`config.mk`:
```
export PLATFORM = sky130hd
export DESIGN_NAME = bmem_arbiter
export DESIGN_NICKNAME = d
export VERILOG_FILES = /design/src/rtl/bmem_arbiter.sv
export SDC_FILE = /design/constraint.sdc
export NUM_CORES = 2
export LEC_CHECK = 0
export ABC_AREA = 1
export CAP_MARGIN = 20
export CELL_PAD_IN_SITES_DETAIL_PLACEMENT = 1
export CELL_PAD_IN_SITES_GLOBAL_PLACEMENT = 2
export CORE_AREA = 5 5 399 401
export DETAILED_ROUTE_END_ITERATION = 7
export DIE_AREA = 0 0 404 406
export GPL_TIMING_DRIVEN = 0
export PLACE_DENSITY = 0.78
export REMOVE_ABC_BUFFERS = 1
export SETUP_SLACK_MARGIN = 0.15
export SLEW_MARGIN = 20
export SYNTH_ARGS = -nofsm -noshare
export SYNTH_HDL_FRONTEND = slang
export SYNTH_SLANG_ARGS = --single-unit
```
`constraint.sdc`:
```
create_clock -name clk -period 70.9 [get_ports clk]
set_clock_uncertainty 0.05 [all_clocks]
set_input_delay 14.18 -clock clk [delete_from_list [all_inputs] [get_ports clk]]
set_output_delay 14.18 -clock clk [all_outputs]
set_load 0.005 [all_outputs]
```
`src/rtl/bmem_arbiter.sv`:
```
// bmem_arbiter: shares one burst memory port (BEATS x BEAT_W per line) between
// the read-only instruction cache and the read/write data cache. Exactly one
// whole-line transaction is in flight; write lines leave as beats and read
// beats are collected into a line buffer before the requester is answered.
// Build option: define BMEM_ARB_RR_EN for round-robin arbitration on
// contention; without it the dcache always wins.
module bmem_arbiter #(
  parameter int ADDR_W = 32,
  parameter int BEAT_W = 64,
  parameter int BEATS  = 4,
  parameter int LINE_W = BEAT_W * BEATS
) (
  input  logic              clk,
  input  logic              rst,
  input  logic              ic_req,
  input  logic [ADDR_W-1:0] ic_addr,
  output logic [LINE_W-1:0] ic_rdata,
  output logic              ic_resp,
  input  logic              dc_req,
  input  logic              dc_we,
  input  logic [ADDR_W-1:0] dc_addr,
  input  logic [LINE_W-1:0] dc_wdata,
  output logic [LINE_W-1:0] dc_rdata,
  output logic              dc_resp,
  output logic [ADDR_W-1:0] bmem_addr,
  output logic              bmem_read,
  output logic              bmem_write,
  output logic [BEAT_W-1:0] bmem_wdata,
  input  logic              bmem_ready,
  input  logic [ADDR_W-1:0] bmem_raddr,
  input  logic [BEAT_W-1:0] bmem_rdata,
  input  logic              bmem_rvalid
);
  localparam int CNT_W = (BEATS > 1) ? $clog2(BEATS) : 1;
  localparam int OFF_W = $clog2(LINE_W / 8);
  localparam logic [CNT_W-1:0] LAST_BEAT = CNT_W'(BEATS - 1);

  typedef enum logic [2:0] {S_IDLE, S_RD_CMD, S_RD_WAIT, S_WR, S_DONE} state_t;

  state_t            r_state, w_state_next;
  logic [CNT_W-1:0]  r_cnt;
  logic              r_gnt_d;     // 1 = current transaction belongs to dcache
  logic              r_we;        // 1 = current transaction is a line write
  logic [ADDR_W-1:0] r_addr;      // stored already line-aligned
  logic [BEAT_W-1:0] r_beats [BEATS];
  logic [LINE_W-1:0] r_ic_rdata, r_dc_rdata, w_line;
  logic              w_pick_d, w_start, w_rd_acc, w_wr_acc, w_last;
  logic [ADDR_W-1:0] w_ic_aligned, w_dc_aligned;
  logic              w_unused_addr_bits;

  // Byte offset within a line never reaches the memory port.
  assign w_ic_aligned       = {ic_addr[ADDR_W-1:OFF_W], {OFF_W{1'b0}}};
  assign w_dc_aligned       = {dc_addr[ADDR_W-1:OFF_W], {OFF_W{1'b0}}};
  assign w_unused_addr_bits = ^{ic_addr[OFF_W-1:0], dc_addr[OFF_W-1:0]};

`ifdef BMEM_ARB_RR_EN
  logic r_last_d;  // 1 = previous completed grant went to dcache
  assign w_pick_d = dc_req & (~ic_req | ~r_last_d);
`else
  assign w_pick_d = dc_req;
`endif

  assign w_start  = (r_state == S_IDLE) & (dc_req | ic_req);
  // Only beats tagged with our own line address count; strays are dropped.
  assign w_rd_acc = (r_state == S_RD_WAIT) & bmem_rvalid & (bmem_raddr == r_addr);
  assign w_wr_acc = (r_state == S_WR) & bmem_ready;
  assign w_last   = (r_cnt == LAST_BEAT);

  genvar gi;
  generate
    for (gi = 0; gi < BEATS; gi++) begin : g_line
      assign w_line[gi*BEAT_W +: BEAT_W] = r_beats[gi];
    end
  endgenerate

  // State register.
  always_ff @(posedge clk or posedge rst) begin
    if (rst) r_state <= S_IDLE;
    else     r_state <= w_state_next;
  end

  // Next-state and output decode; rdata shows the fresh line during DONE.
  always_comb begin
    w_state_next = r_state;
    bmem_read    = 1'b0;
    bmem_write   = 1'b0;
    bmem_addr    = '0;
    bmem_wdata   = '0;
    ic_resp      = 1'b0;
    dc_resp      = 1'b0;
    ic_rdata     = r_ic_rdata;
    dc_rdata     = r_dc_rdata;
    unique case (r_state)
      S_IDLE: begin
        if (w_start) w_state_next = (w_pick_d & dc_we) ? S_WR : S_RD_CMD;
      end
      S_RD_CMD: begin
        bmem_read = 1'b1;
        bmem_addr = r_addr;
        if (bmem_ready) w_state_next = S_RD_WAIT;
      end
      S_RD_WAIT: begin
        if (w_rd_acc & w_last) w_state_next = S_DONE;
      end
      S_WR: begin
        bmem_write = 1'b1;
        bmem_addr  = r_addr;
        bmem_wdata = r_beats[r_cnt];
        if (w_wr_acc & w_last) w_state_next = S_DONE;
      end
      S_DONE: begin
        ic_resp = ~r_gnt_d;
        dc_resp = r_gnt_d;
        if (!r_we) begin
          if (r_gnt_d) dc_rdata = w_line;
          else         ic_rdata = w_line;
        end
        w_state_next = S_IDLE;
      end
      default: w_state_next = S_IDLE;
    endcase
  end

  // Grant capture, beat counter and line buffer (write load / read assembly).
  always_ff @(posedge clk or posedge rst) begin
    if (rst) begin
      r_cnt   <= '0;
      r_gnt_d <= 1'b0;
      r_we    <= 1'b0;
      r_addr  <= '0;
      for (int i = 0; i < BEATS; i++) r_beats[i] <= '0;
    end else begin
      if (w_start) begin
        r_cnt   <= '0;
        r_gnt_d <= w_pick_d;
        r_we    <= w_pick_d & dc_we;
        r_addr  <= w_pick_d ? w_dc_aligned : w_ic_aligned;
        if (w_pick_d & dc_we) begin
          for (int i = 0; i < BEATS; i++) r_beats[i] <= dc_wdata[i*BEAT_W +: BEAT_W];
        end
      end
      if ((r_state == S_RD_CMD) & bmem_ready) r_cnt <= '0;
      if (w_rd_acc) begin
        r_beats[r_cnt] <= bmem_rdata;
        r_cnt          <= r_cnt + CNT_W'(1);
      end
      if (w_wr_acc) r_cnt <= r_cnt + CNT_W'(1);
    end
  end

  // Per-requester read lines hold until that requester's next read finishes.
  always_ff @(posedge clk or posedge rst) begin
    if (rst) begin
      r_ic_rdata <= '0;
      r_dc_rdata <= '0;
    end else if ((r_state == S_DONE) && !r_we) begin
      if (r_gnt_d) r_dc_rdata <= w_line;
      else         r_ic_rdata <= w_line;
    end
  end

`ifdef BMEM_ARB_RR_EN
  // Remember who was served last so contention alternates.
  always_ff @(posedge clk or posedge rst) begin
    if (rst)                    r_last_d <= 1'b0;
    else if (r_state == S_DONE) r_last_d <= r_gnt_d;
  end
`endif

endmodule

```
# Word-level counts from Yosys, hierarchy flattened

Cells that the tools add are included.

Equal/unequal tests: 10
Add/sub/neg operators: 1
Multiplexer cells: 32
Bitwise gates (word level): 11
Magnitude comparators: 2
Reductions and logical operators: 7

Operators by type and width:

| cell                | count |
|---|---|
| $mux 256            | 9 |
| $bwmux 256          | 1 |
| $mux 64             | 4 |
| $bmux 64 s2         | 1 |
| $demux 64 s2        | 1 |
| $mux 32             | 2 |
| $eq 32x32->1        | 1 |
| $mux 3              | 4 |
| $pmux 3 s4          | 1 |
| $mux 2              | 5 |
| $and 1x1->1         | 8 |
| $eq 3x2->1 const B  | 2 |
| $mux 1              | 4 |
| $ne 2x1->1 const B  | 2 |
| $ne 2x2->1 const B  | 2 |
| $reduce_and 4->1    | 1 |
| $reduce_bool 4->1   | 1 |
| $eq 3x1->1 const B  | 1 |
| $eq 3x3->1 const B  | 1 |
| $ge 3x3->1 const B  | 1 |
| $logic_not 3->1     | 1 |
| $lt 3x1->1 const B  | 1 |
| $not 2->3           | 1 |
| $add 2x1->2 const B | 1 |
| 6 further kinds     | 7 |

Bits of input ports: 423
Word-level logic and storage cells: 74
Flip-flop bits (word level): 807

# Depth between registers and ports, before layout

Depth after elaboration: 7
Mapped depth: 15
Mapped depth without buffers: 13

# Least setup slack after synthesis

OpenSTA, ideal clock, no wires.

Kind: flip-flop to output port
Start point: reg r_state[0]
End point: out dc_rdata[141]
Data arrival time: 1.518 ns
Path slack: 55.152 ns
Stages on the path, launching flop included: 9
Path buffers: 3
Cell sequence: dfrtp_1 -> nor2_1 -> nand2_1 -> nor2_1 -> nand2_1 -> buf_2 -> buf_2 -> clkbuf_1 -> o21ai_0

Cells in the longest elaborated chain, start to end: 2

RTL lines:

| what                   | RTL line | RTL |
|---|---|---|
| from (decl)            | 40       | `state_t r_state, w_state_next;` |
| from (signal assigned) | 79       | `else r_state <= w_state_next;` |
| $eq 3x3->1             | 93       | `unique case (r_state)` |
| $mux 256               | 93       |  |
| to (decl)              | 23       | `output logic [LINE_W-1:0] dc_rdata,` |

No other way between the ends.

# Final worst setup path

Start point: reg r_state[0]
End point: out ic_rdata[217]

Cells in the longest elaborated chain, start to end: 2

RTL lines:

| what       | RTL line | RTL |
|---|---|---|
| $eq 3x3->1 | 93       |  |
| $mux 256   | 93       |  |
| to (decl)  | 17       | `output logic [LINE_W-1:0] ic_rdata,` |

No other way between the ends.

==> results_dict.tcl <==
set metrics [dict create \
    grt_usage_pct 19.7 \
    h-tree-depth 3 \
    clock_latency_ps 710 \
    gp_congestion 0.785 \
    post_cts_resized 0 \
    rsz0062_at_grt "no" \
    arrival_ps 4230 \
    power_density_nw_per_um2 43.0 \
    antenna_left 0 \
    period_share_pct 26.0 \
    cts.path.max_buffers 3 \
    portBuffers 1019 \
    first_iter_violations 2228 \
    synth_warnings 0 \
    worst_slew_pin_slew_ps 997 \
    synthCells 4957 \
    period_minus_slack_ps 18460 \
    worstSetupEndpointType "primary output" \
    use_met2_pct 32.4 \
    leakagePower_nw 25.0 \
    dp.final_hpwl_mm 122 \
    routed_wl_mm 167 \
    cts_num_sinks 802 \
    cts_tree "built" \
    hold_path_class "reg -> reg" \
    first_global_vias 37200 \
    drive_gt1_share_pct 4.01 \
    ys_ff_latch 802 \
    fin_nets 6211 \
    antenna_found_initial 45 \
    rows 145 \
    path_max_fanout 79 \
    finalMaxSlewViolations 0 \
    busiest_layer "met2" \
    synth_area_leaders "dfrtp_1 52%, o21ai_0 16%, nand2_1 11%" \
    viasPerCell 4.64 \
    die-area_um2 164000 \
    synthDistinctLibCells 28 \
    cts_buffers 99 \
    grt_pass1_wl_mm 243 \
    vias 36900 \
    wl_per_cell_um 21.0 \
    grt_start_max_net_pins 94 \
    grt_overflow 0 \
    crit_path_start_kind "flop" \
    drt_pass1_iterations 5 \
    post_cts_buffers 0 \
    avgSynthCellArea_um2 7.80 \
    hold_viol 0 \
    clkTransAtPathRegs_ps 60 \
    area_growth_pct 41.2 \
    die_h_um 406 \
    fmaxAchievable_mhz 54.2 \
    crit_type "reg -> out" \
    synthDominantCellAreaShare_pct 51.9 \
    pin_count 1035 \
    initial_core_util_pct 24.9 \
    setup_violations 0 \
    slew_headroom_pct 33.5 \
    outcome "completed" \
    syn_area_um2 38700 \
    ctsRootBufferMaster "clkbuf_16" \
    dieWidth_um 404 \
    drc 0 \
    worstPathRequired_ps 56670 \
    met1_usage_pct 23.8 \
    postCtsHoldBufs 0 \
    tns_ps 0 \
    peakVddDrop_mv 0.0199 \
    max_cap_violations 0 \
    yosysTopAreaCell "dfrtp_1" \
    fp.coreArea_um2 155000 \
    ys_seq_area_share_pct 51.9 \
    fin_util_pct 35.2 \
    grtUsageMet3_pct 6.02 \
]
==> state kept, by name (all words and copies together), names as in the netlist <==
register	count
r_gnt_d	1
r_dc_rdata	256
r_state	3
r_beats	256
r_we	1
r_addr	27
r_ic_rdata	256
r_cnt	2
==> layer usage <==
| metal | vias to the layer above | share of wire [%] |
|---|---|---|
| met4 | 22 | 4.1 |
| met2 | 991 | 47 |
| li1 | 17800 | - |
| met5 | - | 0.089 |
| met1 | 17900 | 42 |
| met3 | 234 | 7.5 |
==> final timing paths <==
kind	depth (start not counted)	start	end	slack, ps
max in group asynchronous	7	rst	r_beats[113]	54360
hold reg to reg	2	r_dc_rdata[191]	r_dc_rdata[191]	420
setup / recovery	11	r_state[0]	ic_rdata[217]	52440
setup reg to reg	13	r_state[0]	r_beats[115]	67570
min in group asynchronous	2	rst	r_dc_rdata[35]	13910
hold / removal	2	r_dc_rdata[191]	r_dc_rdata[191]	420
==> cells by family (layout without fill, tap and decap cells) <==
group	after synthesis	in the layout	synth area share, %
xor gates and xnor gates	7	7	0.159
adders and majority gates	4	4	0.129
buffers and inverters	1000	1896	10.7
AOI/OAI and AO/OA	1894	1894	24.8
and+or+nand+nor	1249	1249	12.2
DFF	802	802	51.9
other	1	39	0.00970
==> cell usage after synthesis <==
library cell,instances
o211ai_1,2
nand2_1,1135
dfrtp_1,802
inv_2,3
buf_1,13
nor3_1,1
nor2_1,102
o21ai_2,10
buf_4,9
inv_1,647
buf_2,106
and3_1,1
nand2_2,3
o21ai_1,449
a21oi_1,192
nand4_1,1
o21ai_0,1213
a21oi_4,1
nand3_1,3
ha_1,4
o31ai_1,27
nand3_4,1
clkbuf_1,192
buf_6,30
xor2_1,3
conb_1,1
nor2_2,2
xnor2_1,4
==> critical path, stage by stage (launching register included) <==
cell             delay, ps
dfrtp_1                420
nor2_1                 150
nand2_1                 90
nor2_1                 240
nand2_4                340
buf_12                 300
buf_16                 230
buf_16                 220
buf_16                 270
buf_16                 250
o21ai_0                310
clkdlybuf4s50_1        570
==> final cells by class <==
cell class | instances | area, um2
Antenna cell | 34 | 85.1
Clock buffer | 149 | 2960
Clock inverter | 25 | 337
Fill cell | 18600 | 101000
Inverter | 650 | 2460
Multi-Input combinational cell | 3159 | 14500
Sequential cell | 802 | 20100
Tap cell | 2058 | 2570
Timing Repair Buffer | 1072 | 11600
==> cell usage in the layout (no fill, tap or decap), types with 3 or more instances in the layout <==
master and n:
buf_16 42, o21ai_0 1212, clkbuf_1 24, a21oi_1 192, nor2_1 102, clkbuf_16 102, ha_1 4, inv_1 642
dfrtp_1 800, clkbuf_8 23, inv_8 3, clkinv_2 15, xnor2_1 4, o21ai_2 11, buf_12 11, nand2_1 1133
o21ai_1 449, diode_2 34, bufinv_16 5, o31ai_1 27, clkdlybuf4s50_1 1018, xor2_1 3, inv_2 4, nand2_8 3
conb_1 5
==> power breakdown <==
part,switching (mW),leakage [nW],internal (mW)
clock,0.214,1.63,0.306
combinational,0.583,13.0,0.483
sequential,0.0952,10.3,0.666
total,0.893,25.0,1.45
==> stage by stage <==
step | power [mW] | hold WS [ps] | setup slack, ps | cell area [um2] | std cells
detailed placement | 1.85 | 413 | 52980 | 51200 | 7741
global route | 2.53 | 440 | 52040 | 54600 | 7934
floorplan | 1.26 | 393 | 34150 | 37000 | 4611
CTS | 2.39 | 427 | 52300 | 54500 | 7915
global placement | 1.89 | 405 | 21120 | 49700 | 7688
finish | 2.35 | 420 | 52440 | 54600 | 7949
(Power assumes the default switching activity.)
